`src/rtl/imm_pkg.sv`:
```
// Shared types and opcode constants for the ID-stage immediate controller.
// Opcode fields are the leading instruction bits each class is matched on.
package imm_pkg;

    typedef enum logic [2:0] {
        SEL_NONE = 3'd0,
        SEL_I    = 3'd1,
        SEL_D    = 3'd2,
        SEL_CB   = 3'd3,
        SEL_B    = 3'd4,
        SEL_MOVZ = 3'd5
    } imm_sel_t;

    // I-class, matched on [31:22]
    localparam logic [9:0]  OP_ADDI  = 10'b1001000100;
    localparam logic [9:0]  OP_ADDIS = 10'b1011000100;
    localparam logic [9:0]  OP_SUBI  = 10'b1101000100;
    localparam logic [9:0]  OP_SUBIS = 10'b1111000100;
    // D-class, matched on [31:21]
    localparam logic [10:0] OP_LDUR  = 11'b11111000010;
    localparam logic [10:0] OP_STUR  = 11'b11111000000;
    // CB-class, matched on [31:24]
    localparam logic [7:0]  OP_CBZ   = 8'b10110100;
    localparam logic [7:0]  OP_CBNZ  = 8'b10110101;
    localparam logic [7:0]  OP_BCOND = 8'b01010100;
    // B-class, matched on [31:26]
    localparam logic [5:0]  OP_B     = 6'b000101;
    localparam logic [5:0]  OP_BL    = 6'b100101;
    // MOVZ, matched on [31:23]
    localparam logic [8:0]  OP_MOVZ  = 9'b110100101;
    // R-type, matched on [31:21]
    localparam logic [10:0] OP_ADD   = 11'b10001011000;
    localparam logic [10:0] OP_SUB   = 11'b11001011000;
    localparam logic [10:0] OP_AND   = 11'b10001010000;
    localparam logic [10:0] OP_ORR   = 11'b10101010000;
    localparam logic [10:0] OP_EOR   = 11'b11001010000;
    localparam logic [10:0] OP_LSL   = 11'b11010011011;
    localparam logic [10:0] OP_LSR   = 11'b11010011010;
    localparam logic [10:0] OP_BR    = 11'b11010110000;

    function automatic logic is_rtype(input logic [10:0] op);
        return op inside {OP_ADD, OP_SUB, OP_AND, OP_ORR, OP_EOR, OP_LSL, OP_LSR, OP_BR};
    endfunction

endpackage

```
`src/rtl/imm_decode.sv`:
```
// Combinational immediate decoder: instruction word -> class, extended immediate,
// ALU operand-B select and unknown-opcode flag (not yet qualified by valid).
module imm_decode
    import imm_pkg::*;
#(
    parameter int DATA_W  = 64,
    parameter int INSTR_W = 32
) (
    input  logic [INSTR_W-1:0] i_instr,
    output imm_sel_t           o_sel,
    output logic [DATA_W-1:0]  o_imm,
    output logic               o_use_imm,
    output logic               o_unknown
);

    logic [DATA_W-1:0] w_movz_base;
    logic [5:0]        w_movz_shamt;

    assign w_movz_base  = DATA_W'(i_instr[20:5]);
    assign w_movz_shamt = {i_instr[22:21], 4'b0000};

    // First match wins; unmatched words fall through as NONE with imm=0.
    always_comb begin
        o_sel     = SEL_NONE;
        o_imm     = '0;
        o_use_imm = 1'b0;
        o_unknown = 1'b0;
        if (i_instr[31:22] inside {OP_ADDI, OP_ADDIS, OP_SUBI, OP_SUBIS}) begin
            o_sel     = SEL_I;
            o_imm     = DATA_W'(i_instr[21:10]);
            o_use_imm = 1'b1;
        end else if (i_instr[31:21] inside {OP_LDUR, OP_STUR}) begin
            o_sel     = SEL_D;
            o_imm     = {{(DATA_W-9){i_instr[20]}}, i_instr[20:12]};
            o_use_imm = 1'b1;
        end else if (i_instr[31:24] inside {OP_CBZ, OP_CBNZ, OP_BCOND}) begin
            o_sel = SEL_CB;
            o_imm = {{(DATA_W-21){i_instr[23]}}, i_instr[23:5], 2'b00};
        end else if (i_instr[31:26] inside {OP_B, OP_BL}) begin
            o_sel = SEL_B;
            o_imm = {{(DATA_W-28){i_instr[25]}}, i_instr[25:0], 2'b00};
        end else if (i_instr[31:23] == OP_MOVZ) begin
            o_sel     = SEL_MOVZ;
            o_imm     = w_movz_base << w_movz_shamt;
            o_use_imm = 1'b1;
        end else begin
            o_unknown = !is_rtype(i_instr[31:21]);
        end
    end

endmodule

```
`src/rtl/imm_stage_ctrl.sv`:
```
// ID/EX boundary register for the decoded immediate and its control bits.
// Update order each edge: reset, then flush, then stall (hold), then load.
module imm_stage_ctrl
    import imm_pkg::*;
#(
    parameter int DATA_W  = 64,
    parameter int INSTR_W = 32
) (
    input  logic               clk,
    input  logic               reset,
    input  logic               id_valid,
    input  logic [INSTR_W-1:0] id_instr,
    input  logic               stall,
    input  logic               flush,
    output logic               ex_valid,
    output logic [DATA_W-1:0]  ex_imm,
    output logic [2:0]         ex_imm_sel,
    output logic               ex_use_imm,
    output logic               ex_illegal
);

    imm_sel_t          w_sel;
    logic [DATA_W-1:0] w_imm;
    logic              w_use_imm;
    logic              w_unknown;

    logic              r_valid;
    logic [DATA_W-1:0] r_imm;
    imm_sel_t          r_sel;
    logic              r_use_imm;
    logic              r_illegal;

    imm_decode #(
        .DATA_W  (DATA_W),
        .INSTR_W (INSTR_W)
    ) u_decode (
        .i_instr   (id_instr),
        .o_sel     (w_sel),
        .o_imm     (w_imm),
        .o_use_imm (w_use_imm),
        .o_unknown (w_unknown)
    );

    // Bubbles carry all-zero control so EX can use the fields without gating.
    always_ff @(posedge clk) begin
        if (reset || flush || (!stall && !id_valid)) begin
            r_valid   <= 1'b0;
            r_imm     <= '0;
            r_sel     <= SEL_NONE;
            r_use_imm <= 1'b0;
            r_illegal <= 1'b0;
        end else if (!stall) begin
            r_valid   <= 1'b1;
            r_imm     <= w_imm;
            r_sel     <= w_sel;
            r_use_imm <= w_use_imm;
            r_illegal <= w_unknown;
        end
    end

    assign ex_valid   = r_valid;
    assign ex_imm     = r_imm;
    assign ex_imm_sel = r_sel;
    assign ex_use_imm = r_use_imm;
    assign ex_illegal = r_illegal;

endmodule

```
`config.mk`:
```
export PLATFORM = sky130hd
export DESIGN_NAME = imm_stage_ctrl
export DESIGN_NICKNAME = d
export VERILOG_FILES = /design/src/rtl/imm_pkg.sv /design/src/rtl/imm_decode.sv /design/src/rtl/imm_stage_ctrl.sv
export SDC_FILE = /design/constraint.sdc
export NUM_CORES = 1
export LEC_CHECK = 0
export CAP_MARGIN = 20
export CELL_PAD_IN_SITES_DETAIL_PLACEMENT = 0
export CELL_PAD_IN_SITES_GLOBAL_PLACEMENT = 2
export CORE_MARGIN = 8
export CORE_UTILIZATION = 30
export CTS_CLUSTER_SIZE = 16
export DETAILED_ROUTE_END_ITERATION = 12
export GPL_ROUTABILITY_DRIVEN = 0
export PLACE_DENSITY = 0.84
export SLEW_MARGIN = 10
export SYNTH_ARGS = -nofsm -noshare
export SYNTH_HDL_FRONTEND = slang
export SYNTH_HIERARCHICAL = 1
export SYNTH_SLANG_ARGS = --single-unit
```
`constraint.sdc`:
```
create_clock -name clk -period 6.1 [get_ports clk]
set_input_delay 1.22 -clock clk [delete_from_list [all_inputs] [get_ports clk]]
set_output_delay 1.22 -clock clk [all_outputs]
set_load 0.02 [all_outputs]
```
==> results by group <==
CTS
  – Clock-pin slew on the worst setup and hold paths: 0.05 ns
  – Clock latency at the later pin of the worst-skew pair: ~0.33 ns
  – Root Driver: clkbuf_16
  – CTS Buffer Depth: 2
  – Clock Sinks: 70
  – Hold-fix buffers, CTS: 0
  – H-tree depth: 3
  – CTS buffer count: 9
  – # Post-CTS Setup Buffers: 0
  – CTS resizes: 0
  – CTS tree: yes

Power and ir drop
  – Comb power frac: 0.115
  – Clock power share: 0.449
  – LEAKAGE: between 1.5 and 2 nW
  – Power Density: about 190 nW/um2
  – Internal: just under 0.8 mW
  – Register share of total power: 0.436
  – Max VDD drop: around 0.12 mV
  – Switching Share: 0.2505
  – Sw power: ~0.26 mW

STA
  – Final worst-path cycle share: 0.6523
  – Final setup vio count: 0
  – Minimum clock period: 3.979 ns
  – Maximum clock rate: 251.3 MHz
  – Final setup margin: 2.121 ns
  – RSZ-0062 raised after global routing: no
  – Final Hold Slack: 0.4607 ns
  – Slew headroom: 0.3156
  – Setup TNS: 0 ns
  – Max-slew violations: 0
  – Final Hold Viols: 0
  – Slew of the pin with the lowest slew margin: ~1.0 ns
  – Clk_skew: 0 ns

Drt
  – Post-route ant nets: 0
  – DRC viols: 0
  – Iteration-0 DRC Markers: around 340
  – DR WL/cell: between 15 and 20 um
  – Vias: 4384
  – Final wirelength: roughly 15000 um
  – DR pass1 iterations: 5
  – Vias per cell: between 5 and 6

Placed design
  – IO Port Bufs: between 100 and 150
  – Pre-CTS setup slack: 1.819 ns
  – DP HPWL: a little over 10000 um

Logic synthesis
  – Top_reg_cell synth: dfxtp_1
  – Synth Instances: between 500 and 600
  – Commonest cells post-synth: nand2_1, a21oi_1, nand3b_1
  – Avg Inst Size Synth: 7.722 um2
  – Synth top area cells: dfxtp_1, nand3b_1, a21oi_1
  – Register area share after synthesis: 0.3184
  – #FFs+latches synth: 70
  – Post-synth EDFFs: 0
  – Post-synthesis instance area: between 4000 and 5000 um2
  – Post-synth top area cell: dfxtp_1
  – Library cells used by synthesis: 47
  – Mapped Nets: 607
  – Async SR Flop Fraction: 0
  – Count leader, synth: nand2_1
  – Synth top area share: 0.3184
  – Synthesis Warnings: 6

Finish
  – Share of layout cells above drive strength 1: 0.1027
  – Final nets: around 670
  – Area growth, synth to finish: 27.91%
  – N_diodes: 0
  – Filler cell count: about 1500

Run
  – Max Cap Violations: 0

Floorplan
  – Chip Height: 137.1 um
  – Die area: around 19000 um2
  – Io pins: 107
  – Row count: between 40 and 50
  – Std-Cell Core Area: roughly 14000 um2
  – Initial Util: 0.3052
  – Die width: around 140 um

Min path
  – WHS Path Cells: 2
  – Hold_sp: ex_imm[57]
  – Hold Path Class: reg2reg

GRT
  – Largest net degree at the start of global routing: between 100 and 150
  – Gr usage total: 0.1608
  – GR Overflow Total: 0
  – Number of global-route vias before repair: between 4000 and 5000
  – First-pass GRT wire length: 23490 um
  – Initial antenna violation count: 0

Worst setup path
  – Worst path buffer plus inverter count: 1
  – Worst setup path start: id_instr[25]
  – CP startpoint kind: input pin
  – Crit-path cells: clkdlybuf4s50_1 > nor3b_1 > o21a_1 > or2_2 > o21ai_0 > nand3b_1 > a21oi_1
  – Max stage delay on crit path: around 0.86 ns
  – CP Max Fanout: 42
  – Stages on the worst setup path: 7
  – Crit path DAT: 4.16 ns
  – CP max-delay cell: nor3b_1
  – Crit-path leading delay family: simple AND/OR/NAND/NOR gates
  – CP Class: in2reg
  – Worst Setup End Kind: register
  – Worst r2r path cells: 2
  – Required time of the critical path: between 6 and 7 ns
  – Reg-to-reg startpoint: ex_imm[29]

Outcome
  – Outcome: finished, final reports clean
==> state kept, by name, summed over array words and instances (netlist names) <==
register,count
ex_imm_sel,3
ex_illegal,1
ex_imm,64
ex_use_imm,1
ex_valid,1
==> layout by cell type, fill, tap and decap left out, types with 2 or more instances in the layout <==
cell             count
nor3_2               4
nand3_1              2
a31oi_1              2
nor2b_1              2
o21ai_1             31
clkbuf_1             5
or2_2                4
nor2_1               9
a21oi_1             86
nor3_1               2
dfxtp_1             70
clkdlybuf4s50_1    104
nand2_1            101
o21ai_0             24
clkbuf_16            9
o31ai_1              2
a21oi_2             31
a221oi_1            20
buf_4                7
a22oi_1              4
nand2b_1             3
nand3b_1            71
inv_1                5
a22o_1               9
==> cells by family after synthesis <==
| family | after synthesis | synth area share |
|---|---|---|
| multiplexers | 1 | 0.002274 |
| buffers and inverters | 72 | 0.1009 |
| flip-flops | 70 | 0.3184 |
| AND/OR/NAND/NOR | 210 | 0.2649 |
| AO/OA/AOI/OAI | 217 | 0.3135 |
==> per-stage QoR <==
| step | power (mW) | util | instances | area, um2 |
|---|---|---|---|---|
| floorplan | 0.5440 | - | 570 | 4402 |
| global placement | 0.5850 | 0.3688 | 799 | 5320 |
| detailed placement | 0.5876 | 0.3702 | 800 | 5340 |
| CTS | 1.065 | 0.3884 | 816 | 5603 |
| global route | 1.097 | 0.3904 | 817 | 5630 |
| finish | 1.054 | 0.3904 | 817 | 5630 |
==> power by group through the flow <==
stage	logic, mW	clock network [mW]	registers (mW)
2_1_floorplan	0.0730	0	0.471
3_3_place_gp	0.116	0	0.469
3_5_place_dp	0.118	0	0.469
5_1_grt	0.129	0.509	0.459
4_1_cts	0.119	0.487	0.459
6_report	0.121	0.474	0.460
==> cell type report <==
cell class | count | area [um2] | area share
Clock buffer | 15 | 257.7 | 0.04578
Timing Repair Buffer | 114 | 1146 | 0.2036
Multi-Input combinational cell | 428 | 2571 | 0.4567
Inverter | 5 | 18.77 | 0.003333
Clock inverter | 1 | 5.005 | 0.0008889
Tap cell | 184 | 230.2 | 0.04089
Sequential cell | 70 | 1401 | 0.2489
==> worst min-delay path, stage by stage (launching register included) <==
cell	delay, ns
dfxtp_1	0.30
nand2_1	0.06
a21oi_1	0.05
==> metal layers <==
layer  global-route usage  up-vias  wire (um)
met2               0.2396      183       6683
met5                    0        -          0
met3              0.05323       25       1269
li1                     -     2152          -
met4              0.06639        0        346
met1               0.2080     2024       6942
==> final timing paths <==
| path | slack, ns | to |
|---|---|---|
| min reg2reg | 0.46 | ex_imm[57] |
| max reg2reg | 5.46 | ex_imm[29] |
| min | 0.46 | ex_imm[57] |
| max | 2.12 | ex_imm[21] |
Power figures use the tool's default switching activity.
